### src/rtl/fsub_pkg.sv
// fsub_pkg: shared FP types and helpers for the fsub arbiter slice.
//   FP_W      - width of an IEEE single bit pattern
//   FP_SIGN   - sign bit position
//   fp_t      - 32-bit FP bit pattern
//   fp_neg_f  - flips the sign bit (exact negation of any pattern, incl. zeros/NaNs)
package fsub_pkg;

    localparam int unsigned FP_W    = 32;
    localparam int unsigned FP_SIGN = 31;

    typedef logic [FP_W-1:0] fp_t;

    function automatic fp_t fp_neg_f(input fp_t x);
        fp_t r;
        r          = x;
        r[FP_SIGN] = ~x[FP_SIGN];
        return r;
    endfunction

endpackage

### src/rtl/rr_arbiter.sv
// rr_arbiter: purely combinational round-robin picker.
//   ptr_i          - index with highest priority this cycle
//   eligible_i     - per-requester eligibility
//   grant_onehot_o - one-hot grant (all zero if nobody eligible)
//   grant_idx_o    - binary index of the grant (0 when no grant)
// The priority pointer register lives in the parent.
module rr_arbiter #(
    parameter  int unsigned N    = 4,
    localparam int unsigned IdxW = (N > 1) ? $clog2(N) : 1
) (
    input  logic [IdxW-1:0] ptr_i,
    input  logic [N-1:0]    eligible_i,
    output logic [N-1:0]    grant_onehot_o,
    output logic [IdxW-1:0] grant_idx_o
);

    always_comb begin
        int unsigned idx;
        logic        found;
        grant_onehot_o = '0;
        grant_idx_o    = '0;
        found          = 1'b0;
        idx            = 0;
        // Search upward from ptr, wrapping; first eligible index wins.
        for (int unsigned off = 0; off < N; off++) begin
            idx = (32'(ptr_i) + off) % N;
            if (!found && eligible_i[idx]) begin
                found               = 1'b1;
                grant_onehot_o[idx] = 1'b1;
                grant_idx_o         = IdxW'(idx);
            end
        end
    end

endmodule

### src/rtl/fsub_arbiter.sv
// fsub_arbiter: shares one fixed-latency fsub pipeline among N_REQ requesters.
//   clk, rst    - clock; synchronous active-high reset
//   req_valid   - requester i has an op
//   req_op      - 0: issue x2 as-is, 1: issue x2 with sign flipped
//   req_x1/x2   - packed operands, requester i at [32*i +: 32]
//   req_ready   - one-hot grant, combinational from req_valid and state
//   fsub_x1/x2  - registered operands to the fsub unit
//   fsub_y      - fsub result
//   resp_valid  - one-hot one-cycle result pulse per requester
//   resp_y      - result, valid when |resp_valid
//   busy        - any op in flight or a response being presented
// A tag pipe of FSUB_LAT+1 stages tracks which requester owns each result; it
// never stalls because the fsub has no stall either.
module fsub_arbiter
    import fsub_pkg::*;
#(
    parameter int unsigned N_REQ    = 4,
    parameter int unsigned FSUB_LAT = 2,
    parameter int unsigned MAX_OUT  = 2
) (
    input  logic                  clk,
    input  logic                  rst,
    input  logic [N_REQ-1:0]      req_valid,
    input  logic [N_REQ-1:0]      req_op,
    input  logic [FP_W*N_REQ-1:0] req_x1,
    input  logic [FP_W*N_REQ-1:0] req_x2,
    output logic [N_REQ-1:0]      req_ready,
    output fp_t                   fsub_x1,
    output fp_t                   fsub_x2,
    input  fp_t                   fsub_y,
    output logic [N_REQ-1:0]      resp_valid,
    output fp_t                   resp_y,
    output logic                  busy
);

    localparam int unsigned IdxW = $clog2(N_REQ);
    localparam int unsigned CntW = $clog2(MAX_OUT + 1);
    localparam int unsigned TagN = FSUB_LAT + 1;

    logic [IdxW-1:0]            ptr_q, ptr_d;
    fp_t                        fsub_x1_q, fsub_x1_d;
    fp_t                        fsub_x2_q, fsub_x2_d;
    logic [TagN-1:0]            tag_v_q, tag_v_d;
    logic [TagN-1:0][IdxW-1:0]  tag_id_q, tag_id_d;
    logic [N_REQ-1:0][CntW-1:0] cnt_q, cnt_d;
    logic [N_REQ-1:0]           resp_valid_q, resp_valid_d;
    fp_t                        resp_y_q, resp_y_d;

    logic [N_REQ-1:0] eligible;
    logic [N_REQ-1:0] grant_onehot;
    logic [IdxW-1:0]  grant_idx;
    logic             hs;
    logic             retire_v;
    logic [IdxW-1:0]  retire_id;
    fp_t              sel_x1;
    fp_t              sel_x2;
    logic             sel_op;

    // Eligibility ignores a retire landing on the same edge: conservative by design.
    always_comb begin
        eligible = '0;
        for (int i = 0; i < N_REQ; i++) begin
            eligible[i] = req_valid[i] && (cnt_q[i] < CntW'(MAX_OUT));
        end
    end

    rr_arbiter #(
        .N (N_REQ)
    ) u_rr_arbiter (
        .ptr_i          (ptr_q),
        .eligible_i     (eligible),
        .grant_onehot_o (grant_onehot),
        .grant_idx_o    (grant_idx)
    );

    // No grants while reset is asserted so nothing handshakes into a clearing pipe.
    assign req_ready = rst ? '0 : grant_onehot;
    assign hs        = |req_ready;

    assign sel_x1 = req_x1[FP_W*grant_idx +: FP_W];
    assign sel_x2 = req_x2[FP_W*grant_idx +: FP_W];
    assign sel_op = req_op[grant_idx];

    assign retire_v  = tag_v_q[TagN-1];
    assign retire_id = tag_id_q[TagN-1];

    always_comb begin
        ptr_d        = ptr_q;
        fsub_x1_d    = fsub_x1_q;
        fsub_x2_d    = fsub_x2_q;
        resp_valid_d = '0;
        resp_y_d     = resp_y_q;
        cnt_d        = cnt_q;

        // Tag pipe shifts every cycle; slot 0 carries this cycle's issue (if any).
        tag_v_d  = {tag_v_q[TagN-2:0], hs};
        tag_id_d = {tag_id_q[TagN-2:0], grant_idx};

        if (hs) begin
            ptr_d     = (grant_idx == IdxW'(N_REQ - 1)) ? '0 : grant_idx + IdxW'(1);
            fsub_x1_d = sel_x1;
            fsub_x2_d = sel_op ? fp_neg_f(sel_x2) : sel_x2;
        end

        if (retire_v) begin
            resp_valid_d = N_REQ'(1) << retire_id;
            resp_y_d     = fsub_y;
        end

        for (int i = 0; i < N_REQ; i++) begin
            unique case ({req_ready[i], retire_v && (retire_id == IdxW'(i))})
                2'b10:   cnt_d[i] = cnt_q[i] + CntW'(1);
                2'b01:   cnt_d[i] = cnt_q[i] - CntW'(1);
                default: cnt_d[i] = cnt_q[i];
            endcase
        end
    end

    // The fsub itself is not reset; its stale output is harmless because the
    // cleared tag pipe keeps anything from retiring until a new op arrives.
    always_ff @(posedge clk) begin
        if (rst) begin
            ptr_q        <= '0;
            fsub_x1_q    <= '0;
            fsub_x2_q    <= '0;
            tag_v_q      <= '0;
            tag_id_q     <= '0;
            cnt_q        <= '0;
            resp_valid_q <= '0;
            resp_y_q     <= '0;
        end else begin
            ptr_q        <= ptr_d;
            fsub_x1_q    <= fsub_x1_d;
            fsub_x2_q    <= fsub_x2_d;
            tag_v_q      <= tag_v_d;
            tag_id_q     <= tag_id_d;
            cnt_q        <= cnt_d;
            resp_valid_q <= resp_valid_d;
            resp_y_q     <= resp_y_d;
        end
    end

    assign fsub_x1    = fsub_x1_q;
    assign fsub_x2    = fsub_x2_q;
    assign resp_valid = resp_valid_q;
    assign resp_y     = resp_y_q;
    assign busy       = (|tag_v_q) | (|resp_valid_q);

endmodule

### config.mk
export PLATFORM = sky130hd
export DESIGN_NAME = fsub_arbiter
export DESIGN_NICKNAME = d
export VERILOG_FILES = /design/src/rtl/fsub_pkg.sv /design/src/rtl/rr_arbiter.sv /design/src/rtl/fsub_arbiter.sv
export SDC_FILE = /design/constraint.sdc
export NUM_CORES = 1
export LEC_CHECK = 0
export CAP_MARGIN = 15
export CORE_AREA = 2 2 155 157
export DETAILED_ROUTE_END_ITERATION = 10
export DIE_AREA = 0 0 157 159
export PLACE_DENSITY_LB_ADDON = 0.08
export REMOVE_ABC_BUFFERS = 1
export SLEW_MARGIN = 30
export SYNTH_ARGS = -nofsm -noshare
export SYNTH_HDL_FRONTEND = slang
export SYNTH_HIERARCHICAL = 1
export SYNTH_SLANG_ARGS = --single-unit
### constraint.sdc
create_clock -name clk -period 3.1 [get_ports clk]
set_clock_uncertainty 0.2 [all_clocks]
set_input_delay 0.62 -clock clk [delete_from_list [all_inputs] [get_ports clk]]
set_output_delay 0.62 -clock clk [all_outputs]
set_load 0.03 [all_outputs]
==> out/results.txt <==
Main synth FF type - dfxtp_1
Period utilization - 104.0%
Worst slew margin - 47.66%
Final Max Slew Viols - 0
# DRC - 0
Pre-CTS setup slack - -0.6452 ns
Syn avg cell area - 10.52 µm²
EDFF count, synth - 0
Final antenna-violating net count - 0
Row count - 56
Final WL - 27380 µm
Layout cells sized above 1 - 19.96%
Starting Density - 28.03%
CP most frequent cell - inv_1
CTS Buf Count - 17
Synth Instances - 618
Root Driver - clkbuf_16
Initial drt markers - 280
Commonest non-fill, non-tap cell in the layout - clkdlybuf4s50_1
Initial antenna violation count - 0
Reg clk slew, reported paths - 0.06 ns
Cell Area, Synth - 6500 µm²
IO buf count - 402
Hold crit path type - reg -> reg
Max Cap Viol - 0
Grt total ovfl - 0
Final setup vio count - 11
Leak - 4.352 nW
Critical path peak fanout - 6
HPWL after detailed placement - 18840 µm
Worst path cell trace - inv_1 -> ha_4 -> mux4_2 -> nor2b_4 -> a22oi_1 -> o21ai_1 -> nand2_1 -> inv_1 -> buf_6
WP buf/inv - 3
Hold Vio Cnt, Final - 0
Final WS setup - -0.1243 ns
Pre-Repair DR Iteration Count - 4
Data arrival, critical path - 2.40 ns
Asr flop ratio synth - 0%
Die Wd - 157 µm
Startpoint types - register
Final GP Congestion - 0.7959
Placed Cells incl. Taps - 1319
Tightest Pin Transition - 0.7851 ns
CP top delay family - multiplexers
Max Fclk - 310.1 MHz
IO Pins - 403
Die span in y - 159 µm
Fin Setup TNS - -0.3346 ns
Distinct cells, synth - 46
Synth top area cells - dfxtp_1, mux4_2, a21oi_1, o21ai_0, mux2i_1
Vias per inst - 4.801
FF-to-FF Start - ptr_q[1]
Area growth, synth to finish - 86.78%
Peak supply drop - 478.3 µV
Clk sinks - 119
Pwr dens - 1033 nW/µm²
CTS max path bufs - 2
Post-synthesis register bit count - 119
Post-CTS Hold Fix Bufs - 0
Syn. warnings - 6
First-pass GRT wire length - 38250 µm
Routed len/inst - 19.75 µm
Gr usage total - 20.22%
Crit Path Category - reg -> out
Seq/Total Area, Yosys - 36.65%
Final-layout fill cell count - 2145
Share of the synthesized area in the top cell type - 36.65%
CP Launch Point - ptr_q[1]
Post-synthesis cell type with the largest combined area - dfxtp_1
Critical Path Max Stage Delay - 0.41 ns
Clk_lat worst skew - 0.42 ns
Most frequent cells in the layout - clkdlybuf4s50_1, dfxtp_1, a21oi_1
Status - finished with violations
Die Area - 24960 µm²
Number of diodes - 0
RSZ-0062 raised after global routing - true
Vias - 6654
CP Capture Type - primary output
WP data required - 2.28 ns
Slowest CP cell - mux4_2
CTS tree - yes
Worst hold start - tag_id_d[2]
Nets - 1362
Post-Layout Cell Count - 1386
H-tree depth - 4
Failing checks - negative setup slack
Largest net degree at the start of global routing - 162
CORE AREA - 23190 µm²
Final Core Density - 52.35%
Vias in the first global route - 6728
Fin crit period - 3.224 ns
logic make-up (layout without fill, tap and decap cells):
group	Yosys count	after routing	synth area share (%)
AO/OA/AOI/OAI	160	160	12.94
AND/OR/NAND/NOR	145	145	11.68
flip-flops	119	119	36.65
multiplexers	102	102	28.85
buffers and inverters	70	519	6.333
XOR/XNOR	12	12	1.617
adder cells (fa/ha/maj)	10	10	1.925
cells in the mapped netlist, types with 2 or more instances:
cell and number:
xnor2_1 8, nor3_1 2, buf_1 9, buf_4 3
o21ai_0 69, inv_2 2, inv_1 6, buf_2 14
and3_1 2, nand3_1 65, o21ai_1 7, xor2_1 4
a21oi_1 69, clkbuf_1 24, dfxtp_1 119, nor2_1 40
a22oi_1 8, nor4bb_1 2, nor2b_1 12, buf_12 3
mux2i_1 34, ha_1 10, nand2_1 7, mux4_2 67
buf_6 8, or3_1 4
power breakdown:
part           switching (mW)  internal [mW]  total [mW]
Sequential              0.250           2.05        2.30
Clock                   0.781           1.13        1.91
Combinational            4.03           4.31        8.34
state kept, by name (all words and copies together), names as in the netlist, 3 cells and up:
register	cells
tag_id_d	4
tag_v_q	3
resp_y	32
fsub_x2	32
cnt_q	8
resp_valid	4
fsub_x1	32
per-stage QoR:
stage / hold WS [ns] / instance area [µm²] / power, mW
2_1_floorplan: 0.2138 / 6118 / 6.309
3_3_place_gp: 0.2161 / 11030 / 9.393
3_5_place_dp: 0.2247 / 11030 / 9.394
4_1_cts: 0.2377 / 11820 / 11.77
5_1_grt: 0.2576 / 12140 / 13.28
6_report: 0.2335 / 12140 / 12.54
path summary, 6_finish.rpt:
path / cells past startpoint / slack, ns / endpoint
setup / recovery: 9 / -0.12 / req_ready[0]
hold / removal: 1 / 0.23 / tag_id_d[4]
setup reg to reg: 14 / -0.01 / fsub_x2[22]
hold reg to reg: 1 / 0.23 / tag_id_d[4]
cell type report:
| type | count | area (µm²) | share of cell area (%) |
|---|---|---|---|
| sequential | 119 | 2394 | 19.72 |
| timing repair buffer | 479 | 4957 | 40.83 |
| clock buffer | 18 | 439.2 | 3.617 |
| inverter | 8 | 32.53 | 0.2680 |
| multi-input combinational | 429 | 3794 | 31.25 |
| clock inverter | 14 | 125.1 | 1.031 |
| tap | 319 | 399.1 | 3.288 |
per-layer routing:
layer	vias up	track usage, %	share of wire (%)
met5	-	0	0
met3	37	7.131	8.6
met1	3146	21.91	38
met2	271	36.04	51
met4	0	7.339	2.5
li1	3200	-	-
what timing repair did:
item,in CTS,in global routing
resized for setup,28,28
endpoints found under the hold margin,0,0
cloned,2,10
setup buffers,15,8
pin swaps,7,69
setup endpoints to repair,78,72
Note: power is estimated with default switching activity, not from simulation.
